<file path="config.mk">
export PLATFORM = sky130hd
export DESIGN_NAME = imem_loader
export DESIGN_NICKNAME = d
export VERILOG_FILES = /design/src/rtl/imem_loader.sv
export SDC_FILE = /design/constraint.sdc
export NUM_CORES = 1
export LEC_CHECK = 0
export ABC_AREA = 1
export BUFFER_PORTS_ARGS = -buffer_cell sky130_fd_sc_hd__buf_2
export CAP_MARGIN = 15
export CORE_ASPECT_RATIO = 2
export CORE_MARGIN = 3
export CORE_UTILIZATION = 35
export CTS_BUF_LIST = sky130_fd_sc_hd__clkbuf_4 sky130_fd_sc_hd__clkbuf_8
export CTS_CLUSTER_SIZE = 24
export DETAILED_ROUTE_END_ITERATION = 6
export SLEW_MARGIN = 5
export SYNTH_ARGS = -nofsm -noshare
export SYNTH_HDL_FRONTEND = slang
export SYNTH_SLANG_ARGS = --single-unit
</file>
<file path="constraint.sdc">
create_clock -name clk -period 3.7 [get_ports clk]
set_clock_uncertainty 0.05 [all_clocks]
set_input_delay 0.37 -clock clk [delete_from_list [all_inputs] [get_ports clk]]
set_output_delay 0.37 -clock clk [all_outputs]
set_load 0.02 [all_outputs]
</file>
<file path="src/rtl/imem_loader.sv">
// imem_loader: writer side of the instruction memory.
// Packs a valid/ready byte stream into 16-bit words (high byte first) and
// writes them to consecutive addresses. The CPU is held while loading.
// Optional feature: define IMEM_CHECKSUM_EN to add a trailing 2-byte XOR
// checksum check that drives the sticky error output.
module imem_loader #(
  parameter int ADDR_W = 5,
  parameter int DEPTH  = 32
) (
  input  logic              clk,
  input  logic              reset,
  input  logic              start,
  input  logic [ADDR_W-1:0] base_addr,
  input  logic              in_valid,
  input  logic [7:0]        in_data,
  input  logic              in_last,
  output logic              in_ready,
  output logic              mem_we,
  output logic [ADDR_W-1:0] mem_addr,
  output logic [15:0]       mem_wdata,
  output logic              busy,
  output logic              cpu_hold,
  output logic              done,
  output logic [ADDR_W:0]   word_count,
  output logic              overflow,
  output logic              error
);

  typedef enum logic [2:0] {
    IDLE   = 3'd0,
    HI     = 3'd1,
    LO     = 3'd2,
    WRITE  = 3'd3,
    DONE   = 3'd4,
    CHK_HI = 3'd5,
    CHK_LO = 3'd6
  } state_t;

  // word_count value whose write fills the memory
  localparam logic [ADDR_W:0]   FULL_M1 = (ADDR_W+1)'(DEPTH - 1);
  localparam logic [ADDR_W-1:0] ADDR_ONE = 1;
  localparam logic [ADDR_W:0]   CNT_ONE  = 1;

  state_t            state;
  logic [ADDR_W-1:0] addr;
  logic [7:0]        hi;
  logic              last;
  logic              accept;

`ifdef IMEM_CHECKSUM_EN
  logic [15:0]       csum;
  logic [7:0]        chk_hi;
  logic              error_r;
`endif

  // Handshake and status are pure decodes of the state register, so no
  // input reaches an output combinationally.
  assign in_ready = (state == HI) || (state == LO) ||
                    (state == CHK_HI) || (state == CHK_LO);
  assign accept   = in_valid && in_ready;
  assign mem_we   = (state == WRITE);
  assign done     = (state == DONE);
  assign busy     = (state != IDLE);
  assign cpu_hold = busy;

`ifdef IMEM_CHECKSUM_EN
  assign error = error_r;
`else
  assign error = 1'b0;
`endif

  // Load session FSM: byte packing, address sequencing, counters and flags
  always_ff @(posedge clk) begin
    if (reset) begin
      state      <= IDLE;
      addr       <= '0;
      hi         <= '0;
      last       <= 1'b0;
      mem_addr   <= '0;
      mem_wdata  <= '0;
      word_count <= '0;
      overflow   <= 1'b0;
`ifdef IMEM_CHECKSUM_EN
      csum       <= '0;
      chk_hi     <= '0;
      error_r    <= 1'b0;
`endif
    end else begin
      case (state)
        IDLE: begin
          if (start) begin
            addr       <= base_addr;
            word_count <= '0;
            overflow   <= 1'b0;
`ifdef IMEM_CHECKSUM_EN
            csum       <= '0;
            error_r    <= 1'b0;
`endif
            state      <= HI;
          end
        end
        HI: begin
          if (accept) begin
            hi    <= in_data;
            state <= LO;
          end
        end
        LO: begin
          if (accept) begin
            // Write port is loaded here so address/data stay stable
            // outside WRITE even after addr advances.
            mem_addr  <= addr;
            mem_wdata <= {hi, in_data};
            last      <= in_last;
            state     <= WRITE;
          end
        end
        WRITE: begin
          word_count <= word_count + CNT_ONE;
`ifdef IMEM_CHECKSUM_EN
          csum <= csum ^ mem_wdata;
`endif
          if (last) begin
`ifdef IMEM_CHECKSUM_EN
            state <= CHK_HI;
`else
            state <= DONE;
`endif
          end else if (word_count == FULL_M1) begin
            overflow <= 1'b1;
            state    <= DONE;
          end else begin
            addr  <= addr + ADDR_ONE;
            state <= HI;
          end
        end
`ifdef IMEM_CHECKSUM_EN
        CHK_HI: begin
          if (accept) begin
            chk_hi <= in_data;
            state  <= CHK_LO;
          end
        end
        CHK_LO: begin
          if (accept) begin
            error_r <= ({chk_hi, in_data} != csum);
            state   <= DONE;
          end
        end
`endif
        DONE: begin
          state <= IDLE;
        end
        default: begin
          state <= IDLE;
        end
      endcase
    end
  end

endmodule
</file>
Yosys cells after proc, flatten, opt, wreduce, memory -nomap -nowiden
Index checks and enable logic that the tools add are counted.
{"block": "classes", "n_addsub": 2, "n_eq_ne": 13, "mux": 16, "n_reduce_logical": 13}
{"operator": "3-bit 2-to-1 mux", "count": 5}
{"operator": "5-bit 2-to-1 mux", "count": 3}
{"operator": "3-bit case mux with 4 select lines", "count": 1}
{"operator": "6-bit case mux with 2 select lines", "count": 1}
{"operator": "2-bit inequality test, second input constant", "count": 5}
{"operator": "5-bit case mux with 2 select lines", "count": 1}
{"operator": "3-bit == test, second input constant", "count": 3}
{"operator": "4-bit AND reduction", "count": 2}
{"operator": "6-bit by 1-bit adder with 6-bit output, second input constant", "count": 1}
{"operator": "3-bit by 2-bit == test with 1-bit output, second input constant", "count": 2}
{"operator": "6-bit by 5-bit == test with 1-bit output, second input constant", "count": 1}
{"operator": "6-bit 2-to-1 mux", "count": 1}
{"operator": "2-bit AND reduction", "count": 3}
{"operator": "5-bit by 1-bit adder with 5-bit output, second input constant", "count": 1}
{"operator": "3-bit by 1-bit == test with 1-bit output, second input constant", "count": 1}
{"operator": "3-bit zero test", "count": 1}
{"operator": "1-bit logical OR", "count": 3}
{"operator": "1-bit 2-to-1 mux", "count": 3}
{"operator": "3-bit AND reduction", "count": 1}
{"operator": "3-bit nonzero test", "count": 1}
{"operator": "2-bit by 1-bit inequality test with 1-bit output, second input constant", "count": 1}
{"operator": "1-bit case mux with 2 select lines", "count": 1}
{"operator": "2-bit nonzero test", "count": 1}
{"operator": "1-bit logical AND", "count": 1}
{"block": "word_totals", "register_bits": 45, "in_bits": 18, "output_inout_bits": 34, "word_cells": 52}

Logic depth before layout (Yosys ltp)
{"block": "depth", "depth_word": 7, "ltp_mapped": 8, "mapped_depth_nobuf": 8}

Worst setup path after synthesis
Ideal clock, no wire load.
{"block": "synth_path", "kind": "flip-flop to flip-flop", "start": "reg word_count[0]", "end": "reg addr[0]", "setup_ns": 0.113, "arrival_ns": 1.336, "required_ns": 3.537, "path_slack_ns": 2.201, "path_stages_with_launch": 9, "path_buffers": 0, "synth_period_minus_slack_ns": 1.499, "cell_sequence": "dfxtp_1 > ha_1 > nand3_1 > nor2_1 > nand2_1 > nand3_4 > nand2_1 > nand2_1 > nor2_1"}
{"block": "synth_between", "elab_chain_len": 3}
{"item": "start, declared", "line_no": "24", "rtl": "output logic [ADDR_W:0] word_count,"}
{"item": "start signal, assigned", "line_no": "119", "rtl": "word_count <= word_count + CNT_ONE;"}
{"item": "6-bit by 5-bit == test with 1-bit output", "line_no": "129", "rtl": "end else if (word_count == FULL_M1) begin"}
{"item": "2-bit inequality test (no line)"}
{"item": "4-bit AND reduction (no line)"}
{"item": "end signal, assigned", "line_no": "92", "rtl": "addr <= base_addr;"}
{"item": "end signal, assigned", "line_no": "133", "rtl": "addr <= addr + ADDR_ONE;"}
{"item": "end, declared", "line_no": "45", "rtl": "logic [ADDR_W-1:0] addr;"}
Every way passes these cells.
A chain may end at the register's enable or synchronous reset.

Worst setup path in the final report
{"block": "layout_path", "start": "reg state[0]", "end": "out mem_we"}
{"block": "layout_between", "elab_chain_len": 1}
{"item": "start, declared", "line_no": "44", "rtl": "state_t state;"}
{"item": "start signal, assigned", "line_no": "75", "rtl": "state <= IDLE;"}
{"item": "start signal, assigned", "line_no": "99", "rtl": "state <= HI;"}
{"item": "start signal, assigned", "line_no": "105", "rtl": "state <= LO;"}
{"item": "3-bit by 2-bit == test with 1-bit output", "line_no": "61", "rtl": "assign mem_we = (state == WRITE);"}
{"item": "end, declared", "line_no": "18", "rtl": "output logic mem_we,"}
Every way passes these cells.

==> summary.md <==
| Metric | Value |
|---|---|
| Post-synthesis sequential area ratio | 46.8% |
| Sw Pwr | 0.292 mW |
| WP data arrival | 1410 ps |
| Slew margin rel. | 32.6% |
| Die Wd | 58.5 um |
| Hold Slack | 242 ps |
| GRT Resource Usage Total | 14.1% |
| Fin cells | 372 |
| Final core occ | 43.4% |
| Fraction of layout cells with a size suffix above 1 | 22.9% |
| RePlAce Congestion | 0.816 |
| Dpl cells | 364 |
| Cell taking the most area after synthesis | dfxtp_1 |
| Post-CTS sizing | 0 |
| Outcome | finished clean |
| Synthesized flop and latch total | 45 |
| Initial antenna violation count | 0 |
| Most used DFF post-synth | dfxtp_1 |
| Global-route wire length before repair | 7.27 mm |
| Fmax | 547 MHz |
| Peak VDD IR | 0.364 mV |
| Count leader, synth | nor2_1 |
| Hold Path Class | primary input to register |
| Die area | 6480 um2 |
| Synth Instances | 266 |
| H-tree levels | 2 |
| FP Rows | 37 |
| Setup ws final | 1870 ps |
| Synth unique cells | 27 |
| WL final | 4.25 mm |
| Core area | 5230 um2 |
| Worst-Margin Slew | 1010 ps |
| Post-DRT Antenna Nets | 0 |
| Async SR Flop Fraction | 0% |
| Fin Setup TNS | 0 ps |
| Crit. End Element | output port |
| DR vias | 1766 |
| Number of flops mapped to enable cells by yosys | 0 |
| Port buffer count | 50 |
| DR pass1 iterations | 4 |
| Setup Buffers After CTS | 0 |
| Synthesized Nets | 286 |
| Worst endpoint required time | 3280 ps |
| Syn Area/Cell | 7.24 um2 |
| Initial detailed-routing violation count | 50 |
| CP Class | register to output port |
| Combinational power share | 17.3% |
| Synthesized area | 1930 um2 |
| RSZ-0062 raised after global routing | false |
| P_leak | 1.08 nW |
| Detailed Place HPWL | 3.13 mm |
| DR vias/cell | 4.75 |
| Final setup viols | 0 |
| Die height | 111 um |
| CTS sink cnt | 45 |
| Drt wl/cell | 11.4 um |
| Total gr overflow | 0 |
| CTS Buffer Depth | 2 |
| Yosys top cell area share | 46.8% |
| Power, Total | 1.03 mW |
| Number of remaining DRC errors | 0 |
| Crit path max fanout | 13 |
| Fin crit period | 1830 ps |
| Hold buffer count at CTS | 0 |
| Post-Layout Inst Area | 2270 um2 |
| Final Hold Fails | 0 |
| Final worst path period share | 49.4% |
| Max-slew violation count | 0 |
| Clk slew on worst S/H paths | 80 ps |
| Nets@finish | 333 |
| IO Count | 52 |
| Clock share of power | 30.0% |
| Top post-synthesis cells by count | nor2_1, dfxtp_1, nand2_1 |
| Root buf cell | clkbuf_8 |
| Flop pwr share | 52.6% |
| P&R area growth vs syn | 17.9% |
| Sw Ratio | 28.5% |
| CTS tree | done |
| Fill cell count | 601 |
| PwrDens | 452 nW/um2 |
| Num CTS Buffers | 5 |
| Placed instance area | 2180 um2 |
| Place WS | 1940 ps |
| Type of origin of the critical path | register |
| Initial core utilization | 36.8% |
| Maxcap violations | 0 |
| # diodes | 0 |
| Largest net degree at the start of global routing | 43 |
| Synth area leaders | dfxtp_1, nor2_1, o21ai_0, nand2_1, a21oi_1 |
| Yosys warning count | 0 |
| Vias in the first global route | 1629 |
| Internal power | 0.734 mW |
| Insertion delay to the later sink of the worst-skew pair | 290 ps |
==> kinds of logic after synthesis <==
kind of cell,synth area share (%)
other,0.195
AOI/OAI and AO/OA,14.2
and+or+nand+nor,30.0
DFF,46.8
adders and majority gates,1.30
buffers and inverters,7.54
==> critical path, stage by stage, from the launching register on <==
cell	delay [ps]
dfxtp_1	520
nand3_4	180
inv_2	220
buf_2	210
==> worst paths after layout <==
kind                  from            end  slack (ps)  cells past startpoint
setup / recovery  state[0]         mem_we        1870                      3
hold / removal       reset  word_count[1]         240                      2
setup reg to reg  state[1]    mem_addr[0]        2010                      6
hold reg to reg      hi[6]          hi[6]         430                      2
==> sequential cells by signal, indices dropped and copies added, names as in the netlist <==
register and flops:
addr 5, last 1, overflow 1, hi 8
state 3, mem_wdata 16, word_count 6, mem_addr 5
==> placed cells by master, fill, tap and decap left out, drive strengths merged <==
cell type,n
o21bai,1
nand4,3
inv,20
nand3b,1
a21oi,15
ha,2
nor3,1
nor2,69
buf,50
nand3,11
clkbuf,8
nand2,47
and3,1
a31oi,1
dfxtp,45
or2,1
o21ai,37
conb,1
==> area by class of cell <==
| type | instances | area [um2] | share of cell area, % |
|---|---|---|---|
| flip-flops and latches | 45 | 901 | 39.7 |
| multi-input cells | 191 | 880 | 38.8 |
| repair buffers | 50 | 250 | 11.0 |
| clock buffers | 8 | 91.3 | 4.02 |
| inverters | 20 | 75.1 | 3.31 |
| well taps | 58 | 72.6 | 3.20 |
==> routing by layer <==
metal  track usage [%]  share of wire [%]
met2              23.7                 51
met3              2.56                4.1
met5                 0                  0
met1              16.7                 42
met4              6.19                2.4
==> power groups by stage <==
| stage | Combinational, mW | Sequential [mW] | Clock (mW) |
|---|---|---|---|
| finish | 0.178 | 0.540 | 0.308 |
| global route | 0.206 | 0.546 | 0.338 |
| global placement | 0.178 | 0.551 | 0 |
| CTS | 0.182 | 0.541 | 0.321 |
| floorplan | 0.127 | 0.558 | 0 |
| detailed placement | 0.181 | 0.552 | 0 |
Note: power is estimated with default switching activity, not from simulation.
